### src/rtl/run_control_pkg.sv
// run_control_pkg
//   Shared encodings for the clock-enable run controller.
//   mode_t  : run mode selected by the front-panel switches.
//   state_t : controller state, also shown on the LEDs.
package run_control_pkg;

    typedef enum logic [1:0] {
        MODE_STEP   = 2'd0,
        MODE_FREE   = 2'd1,
        MODE_RUN_N  = 2'd2,
        MODE_RUN_BP = 2'd3
    } mode_t;

    typedef enum logic [1:0] {
        ST_RST  = 2'd0,
        ST_HALT = 2'd1,
        ST_RUN  = 2'd2
    } state_t;

endpackage

### src/rtl/run_control_reset_stretcher.sv
// reset_stretcher
//   Holds cpu_reset high for RESET_CYCLES clocks after async reset or a
//   restart request, then releases it.
// Ports:
//   clock     in   system clock
//   reset     in   asynchronous active-high reset
//   restart   in   synchronous restart (soft reset pulse)
//   cpu_reset out  stretched processor reset (registered)
//   done      out  high in the final held cycle; cpu_reset drops on the next edge
module reset_stretcher #(
    parameter int RESET_CYCLES = 4
) (
    input  logic clock,
    input  logic reset,
    input  logic restart,
    output logic cpu_reset,
    output logic done
);

    localparam int CW = (RESET_CYCLES > 1) ? $clog2(RESET_CYCLES) : 1;
    localparam logic [CW-1:0] LAST = CW'(RESET_CYCLES - 1);

    logic [CW-1:0] rst_cnt;
    logic          last;

    assign last = (rst_cnt == LAST);
    // Combinational so the FSM can leave RST on the same edge cpu_reset drops.
    assign done = cpu_reset & last & ~restart;

    always_ff @(posedge clock or posedge reset) begin
        if (reset) begin
            rst_cnt   <= '0;
            cpu_reset <= 1'b1;
        end else if (restart) begin
            rst_cnt   <= '0;
            cpu_reset <= 1'b1;
        end else if (cpu_reset) begin
            if (last) begin
                rst_cnt   <= '0;
                cpu_reset <= 1'b0;
            end else begin
                rst_cnt <= rst_cnt + 1'b1;
            end
        end
    end

endmodule

### src/rtl/run_control.sv
// run_control
//   Clock-enable run controller. The core runs on the main clock and
//   advances only on a one-cycle cpu_enable pulse. Supports single-step,
//   free-run, run-N and run-to-breakpoint, plus a stretched cpu reset and a
//   wrapping count of issued pulses.
//
//   state | meaning
//   RST   | cpu_reset held, waiting for the stretcher to finish
//   HALT  | idle; go steps (STEP) or starts a run
//   RUN   | pulse on each tick until stop/limit/breakpoint/mode change
//
// Ports:
//   clock, reset       system clock, async active-high reset
//   soft_reset         synchronous re-reset pulse (highest priority)
//   mode               0=STEP 1=FREE 2=RUN_N 3=RUN_BP
//   tick, go, stop     one-cycle pace / start-step / halt pulses
//   run_count          budget for RUN_N
//   bp_pc, pc          breakpoint address and current core PC
//   cpu_enable         one-cycle advance pulse to the core
//   cpu_reset          processor reset
//   cycle_count        pulses issued since last reset (wraps)
//   running, state     status for LEDs
module run_control
    import run_control_pkg::*;
#(
    parameter int COUNT_WIDTH  = 16,
    parameter int PC_WIDTH     = 32,
    parameter int RESET_CYCLES = 4
) (
    input  logic                   clock,
    input  logic                   reset,
    input  logic                   soft_reset,
    input  logic [1:0]             mode,
    input  logic                   tick,
    input  logic                   go,
    input  logic                   stop,
    input  logic [COUNT_WIDTH-1:0] run_count,
    input  logic [PC_WIDTH-1:0]    bp_pc,
    input  logic [PC_WIDTH-1:0]    pc,
    output logic                   cpu_enable,
    output logic                   cpu_reset,
    output logic [COUNT_WIDTH-1:0] cycle_count,
    output logic                   running,
    output logic [1:0]             state
);

    state_t                 state_q, state_nx;
    mode_t                  mode_cur, mode_q;
    logic                   en_nx;
    logic                   first_q, first_nx;
    logic [COUNT_WIDTH-1:0] remaining_q, remaining_nx;
    logic                   rst_done;
    logic                   tick_ok;

    assign mode_cur = mode_t'(mode);
    assign state    = state_q;
    // A tick right after a pulse is dropped so pulses never abut.
    assign tick_ok  = tick & ~cpu_enable;

    reset_stretcher #(
        .RESET_CYCLES(RESET_CYCLES)
    ) u_reset_stretcher (
        .clock     (clock),
        .reset     (reset),
        .restart   (soft_reset),
        .cpu_reset (cpu_reset),
        .done      (rst_done)
    );

    always_comb begin
        state_nx     = state_q;
        en_nx        = 1'b0;
        remaining_nx = remaining_q;
        first_nx     = first_q;
        if (soft_reset) begin
            state_nx = ST_RST;
        end else begin
            case (state_q)
                ST_RST: begin
                    if (rst_done) state_nx = ST_HALT;
                end
                ST_HALT: begin
                    if (go && !stop) begin
                        case (mode_cur)
                            MODE_STEP: en_nx = ~cpu_enable;
                            MODE_FREE: state_nx = ST_RUN;
                            MODE_RUN_N: begin
                                if (run_count != '0) begin
                                    remaining_nx = run_count;
                                    state_nx     = ST_RUN;
                                end
                            end
                            MODE_RUN_BP: begin
                                first_nx = 1'b1;
                                state_nx = ST_RUN;
                            end
                            default: state_nx = ST_HALT;
                        endcase
                    end
                end
                ST_RUN: begin
                    if (stop || mode_cur != mode_q || mode_cur == MODE_STEP) begin
                        state_nx = ST_HALT;
                    end else if (tick_ok) begin
                        case (mode_cur)
                            MODE_RUN_N: begin
                                en_nx        = 1'b1;
                                remaining_nx = remaining_q - 1'b1;
                                if (remaining_q == COUNT_WIDTH'(1)) state_nx = ST_HALT;
                            end
                            MODE_RUN_BP: begin
                                // first lets the run step off a breakpoint it stopped on
                                if (pc == bp_pc && !first_q) begin
                                    state_nx = ST_HALT;
                                end else begin
                                    en_nx    = 1'b1;
                                    first_nx = 1'b0;
                                end
                            end
                            default: en_nx = 1'b1;
                        endcase
                    end
                end
                default: state_nx = ST_RST;
            endcase
        end
    end

    always_ff @(posedge clock or posedge reset) begin
        if (reset) begin
            state_q     <= ST_RST;
            cpu_enable  <= 1'b0;
            cycle_count <= '0;
            running     <= 1'b0;
            remaining_q <= '0;
            first_q     <= 1'b0;
            mode_q      <= MODE_STEP;
        end else begin
            state_q     <= state_nx;
            cpu_enable  <= en_nx;
            running     <= (state_nx == ST_RUN);
            remaining_q <= remaining_nx;
            first_q     <= first_nx;
            mode_q      <= mode_cur;
            if (soft_reset) cycle_count <= '0;
            else if (en_nx) cycle_count <= cycle_count + 1'b1;
        end
    end

endmodule

### config.mk
export PLATFORM = sky130hd
export DESIGN_NAME = run_control
export DESIGN_NICKNAME = d
export VERILOG_FILES = /design/src/rtl/run_control_pkg.sv /design/src/rtl/run_control_reset_stretcher.sv /design/src/rtl/run_control.sv
export SDC_FILE = /design/constraint.sdc
export NUM_CORES = 1
export LEC_CHECK = 0
export CORE_UTILIZATION = 45
export DETAILED_ROUTE_END_ITERATION = 8
export HOLD_SLACK_MARGIN = 0.03
export PLACE_DENSITY = 0.8
export SYNTH_ARGS = -nofsm -noshare
export SYNTH_HDL_FRONTEND = slang
export SYNTH_SLANG_ARGS = --single-unit
### constraint.sdc
create_clock -name clock -period 3 [get_ports clock]
set_input_delay 0.6 -clock clock [delete_from_list [all_inputs] [get_ports clock]]
set_output_delay 0.6 -clock clock [all_outputs]
set_load 0.01 [all_outputs]
==> results.txt <==
- The flow ran to the end, and the final reports show no timing, DRC or antenna violations.
- Entering global routing, the biggest net connects 43 pins.
- In the routed layout, each cell is associated on average with a via count of 5.93.
- The area growth from synthesis to layout is 44.3%.
* Fraction of layout instances using a drive strength above 1: between 7 and 8%
* Number of antenna-violating nets in the routed design: 0
- The max-slew violation total from the final report was 0.
* # H-tree levels: 2
- The tree built by TritonCTS fans out to 42 sinks.
- Horiz. Die Dim: 82.9 um
* Critical setup path kind: primary input to flip-flop
* Post-DP HPWL: between 6000 and 7000 um
- Worst Setup End Kind: flip-flop
- Max_cap viols: 0
* Number of nets at the end of the flow: about 550
- R2R Path End: cycle_count[12]
- Worst Setup Start Kind: primary input
- Final core utilization: 67.0%
* DRC errors left: 0
- Dividing the detail-routed wire length by the instance count gives between 15 and 20 um.
- Setup violations remaining at the end of the flow were counted as 0.
* Portion of the post-synthesis area used by sequential elements: 35.7%
- Worst Tran Pin Value: roughly 0.76 ns
- For this run, the total global-route usage over all layers was measured as around a quarter.
- HP Start: u_reset_stretcher.rst_cnt[1]
- Summing all multi-input logic gate instances after layout gives 0.00179 sq mm.
* Clk Latency, worst-skew pair: 0.30 ns
- Clock transition at the registers of the reported paths: 0.08 ns
* Total of fill cells in the finished design: 546
- Worst Hold Endpoint: u_reset_stretcher.rst_cnt[1]
- Final critical delay including setup and external delays: 2.56 ns
- Antenna diode count: 0
* Vias: 3,131
- Reg power frac: a little under half
* Buffer depth of the longest clock path: 2
- The setup check on the worst reg-to-reg path leaves a slack of 0.49 ns.
- Vias in the first global route: a little over 3,000
- The number of hold-slack violations in the final timing report was 0.
- The synthesized design contains 42 register bits.
- The share of total power dissipated in combinational logic is 33.5%.
* Initial Utilization: 46.4%
* I/O pin cnt: 109
- Cell internal pwr: 1130 uW
- The pre-antenna-repair detailed-routing pass consisted of 5 iterations.
* Number of unique standard cell types used by synthesis: 53
* Relative max-transition margin: around 49%
- Class of the tightest hold or removal check: flip-flop to flip-flop
- Period Utilization, post-route: 85.4%
- The clock arrives with 0.00850 ns of skew.
* Worst EP required: ~3.2 ns
- Core ar.: 0.00635 sq mm
- The number of antenna violations at the first check in global routing came to 0.
- Global placer's final weighted congestion: 0.849
- Total negative setup slack: 0 ns
* Reg-to-reg startpoint: state[1]
- The most used flip-flop cell after synthesis is sky130_fd_sc_hd__dfrtp_1.
- Largest vdd supply drop: 0.311 mV
* Total CTS buffers: 5
- After technology mapping, the gate count stands at ~340.
- Drt initial violations: 144
- The first global-routing pass estimated approximately 15,000 um of wire.
- Overall die height: 82.9 um
- Wires add up to 8430 um.
* Ratio of total power to cell area: 402 mW/mm^2
* Number of cells traversed by the worst register-to-register path: 8
- Buffers added to address setup during post-CTS repair amount to 0.
- The synthesized design contains 0 enable-type register cells.
- For this run, the top clock speed supported by timing is 0.390 GHz.
* Net Count, Synth: 433
- Row generation in the floorplan step produced 29 rows.
* LEAKAGE: 0.00172 uW
- Number of cells traversed by the worst hold path: 2
* PnR worst setup slack: 0.437 ns
- In this run switching power makes up 33.9% of total power.
* CTS Root Buffer Type: sky130_fd_sc_hd__clkbuf_8
* Post-synthesis average cell area: 8.75 sq um
- NetSw: 580 uW
- Sequential standard cell area: around 0.0011 sq mm
- TritonCTS built the clock tree.
- Syn. warnings: 0
- Endpoint arrival time on the critical path: ~2.7 ns
- During placement, the flow inserted port buffers numbering 108.
- Counting flops with an async set or reset pin after synthesis yields a share of 100%.
- Leftover overflow at the end of global routing: 0
- Cell area after technology mapping: 0.00295 sq mm
* Die area: 0.00688 sq mm
- Timing analysis after detailed placement gives a worst setup slack of 0.116 ns.
- In this run the worst path has a maximum fanout of 22.
* Part of the power in the clock network: 20.7%
- After clock tree synthesis, the flow added hold-fix buffers numbering 0.
- Setup repair after global routing missed its margin: no
- Gates resized during post-CTS repair numbered 0.
## how the worst max path moves through the flow
stage	startpoint	end	depth (start not counted)
3_5_place_dp	bp_pc[19]	cycle_count[12]	8
2_1_floorplan	state[1]	cycle_count[0]	9
5_1_grt	tick	cycle_count[14]	7
3_3_place_gp	mode[0]	cycle_count[9]	8
6_report	bp_pc[19]	cycle_count[12]	8
4_1_cts	bp_pc[19]	cycle_count[12]	8
## layout by cell type (no fill, tap or decap), types with 4 or more instances in the layout
cell type	instances
sky130_fd_sc_hd__nor4_1	14
sky130_fd_sc_hd__a31oi_1	6
sky130_fd_sc_hd__clkbuf_8	5
sky130_fd_sc_hd__o22a_1	12
sky130_fd_sc_hd__nand2_1	22
sky130_fd_sc_hd__dfrtp_1	41
sky130_fd_sc_hd__nor2_1	27
sky130_fd_sc_hd__and3_1	6
sky130_fd_sc_hd__xor2_1	32
sky130_fd_sc_hd__nor2b_1	6
sky130_fd_sc_hd__a41oi_1	6
sky130_fd_sc_hd__or4_1	13
sky130_fd_sc_hd__a21oi_1	32
sky130_fd_sc_hd__inv_1	13
sky130_fd_sc_hd__clkdlybuf4s50_1	108
sky130_fd_sc_hd__ha_1	8
sky130_fd_sc_hd__buf_4	14
sky130_fd_sc_hd__o31ai_1	13
sky130_fd_sc_hd__nor3_1	9
sky130_fd_sc_hd__nand2b_1	4
sky130_fd_sc_hd__nand3_1	8
sky130_fd_sc_hd__o21ai_0	12
## power groups by stage
stage	Combinational [uW]	Sequential, uW	Clock [uW]
after detailed placement	572	790	0
final	574	782	354
after global placement	553	784	0
after global routing	640	800	384
after floorplan	333	762	0
after CTS	575	779	360
## metal layers
layer	global-route usage, %	up-vias	wire length, um
met5	0	-	0
met4	6.90	0	138
met3	4.37	18	475
met2	43.0	110	4190
met1	34.3	1519	3630
li1	-	1484	-
## cell families (layout without fill, tap and decap cells)
group / after synthesis / in the layout / share of synthesized area [%]
AO/OA/AOI/OAI: 98 / 98 / 23.0
XOR/XNOR: 33 / 33 / 9.80
adder cells (fa/ha/maj): 8 / 8 / 3.40
buffers and inverters: 28 / 142 / 3.95
flip-flops: 42 / 42 / 35.7
multiplexers: 4 / 4 / 1.44
AND/OR/NAND/NOR: 124 / 124 / 22.7
## Yosys cell counts (8+ instances only)
cell type | instances | area [sq um]
sky130_fd_sc_hd__dfrtp_1 | 41 | 1030
sky130_fd_sc_hd__o21ai_0 | 12 | 60.1
sky130_fd_sc_hd__or4_1 | 13 | 97.6
sky130_fd_sc_hd__nand2_1 | 22 | 82.6
sky130_fd_sc_hd__ha_1 | 8 | 100
sky130_fd_sc_hd__inv_1 | 13 | 48.8
sky130_fd_sc_hd__a21oi_1 | 32 | 160
sky130_fd_sc_hd__o22a_1 | 12 | 105
sky130_fd_sc_hd__nor3_1 | 9 | 45.0
sky130_fd_sc_hd__nor2_1 | 27 | 101
sky130_fd_sc_hd__nor4_1 | 14 | 87.6
sky130_fd_sc_hd__clkbuf_1 | 8 | 30.0
sky130_fd_sc_hd__xor2_1 | 32 | 280
sky130_fd_sc_hd__o31ai_1 | 13 | 97.6
sky130_fd_sc_hd__nand3_1 | 8 | 40.0
## cell type report
type	instances	area share [%]
Multi-Input combinational cell	267	42.2
Timing Repair Buffer	122	27.9
Sequential cell	42	24.7
Tap cell	77	2.26
Clock buffer	7	1.79
Inverter	13	1.15
## state kept, by name, summed over array words and instances, names as in the netlist
name and cells:
state 2, remaining_q 16, first_q 1, cycle_count 16, mode_q 2, u_reset_stretcher.rst_cnt 2, running 1, u_reset_stretcher.cpu_reset 1
cpu_enable 1
## through the flow
stage,power [uW],hold slack (ns),cells,cell area (sq um)
after floorplan,1100,0.465,337,2950
after global placement,1340,0.493,521,4180
after detailed placement,1360,0.518,521,4180
after CTS,1720,0.541,528,4250
after global routing,1820,0.560,528,4250
final,1710,0.542,528,4250
## worst max-delay path, stage by stage
cell and delay (ns):
sky130_fd_sc_hd__clkdlybuf4s50_1 0.42, sky130_fd_sc_hd__xor2_1 0.18, sky130_fd_sc_hd__nor4_1 0.30, sky130_fd_sc_hd__nand4_1 0.25
sky130_fd_sc_hd__nor4_4 0.46, sky130_fd_sc_hd__buf_4 0.31, sky130_fd_sc_hd__or4_1 0.15, sky130_fd_sc_hd__a21oi_1 0.06
No activity file was read; power rests on OpenSTA's default activity.
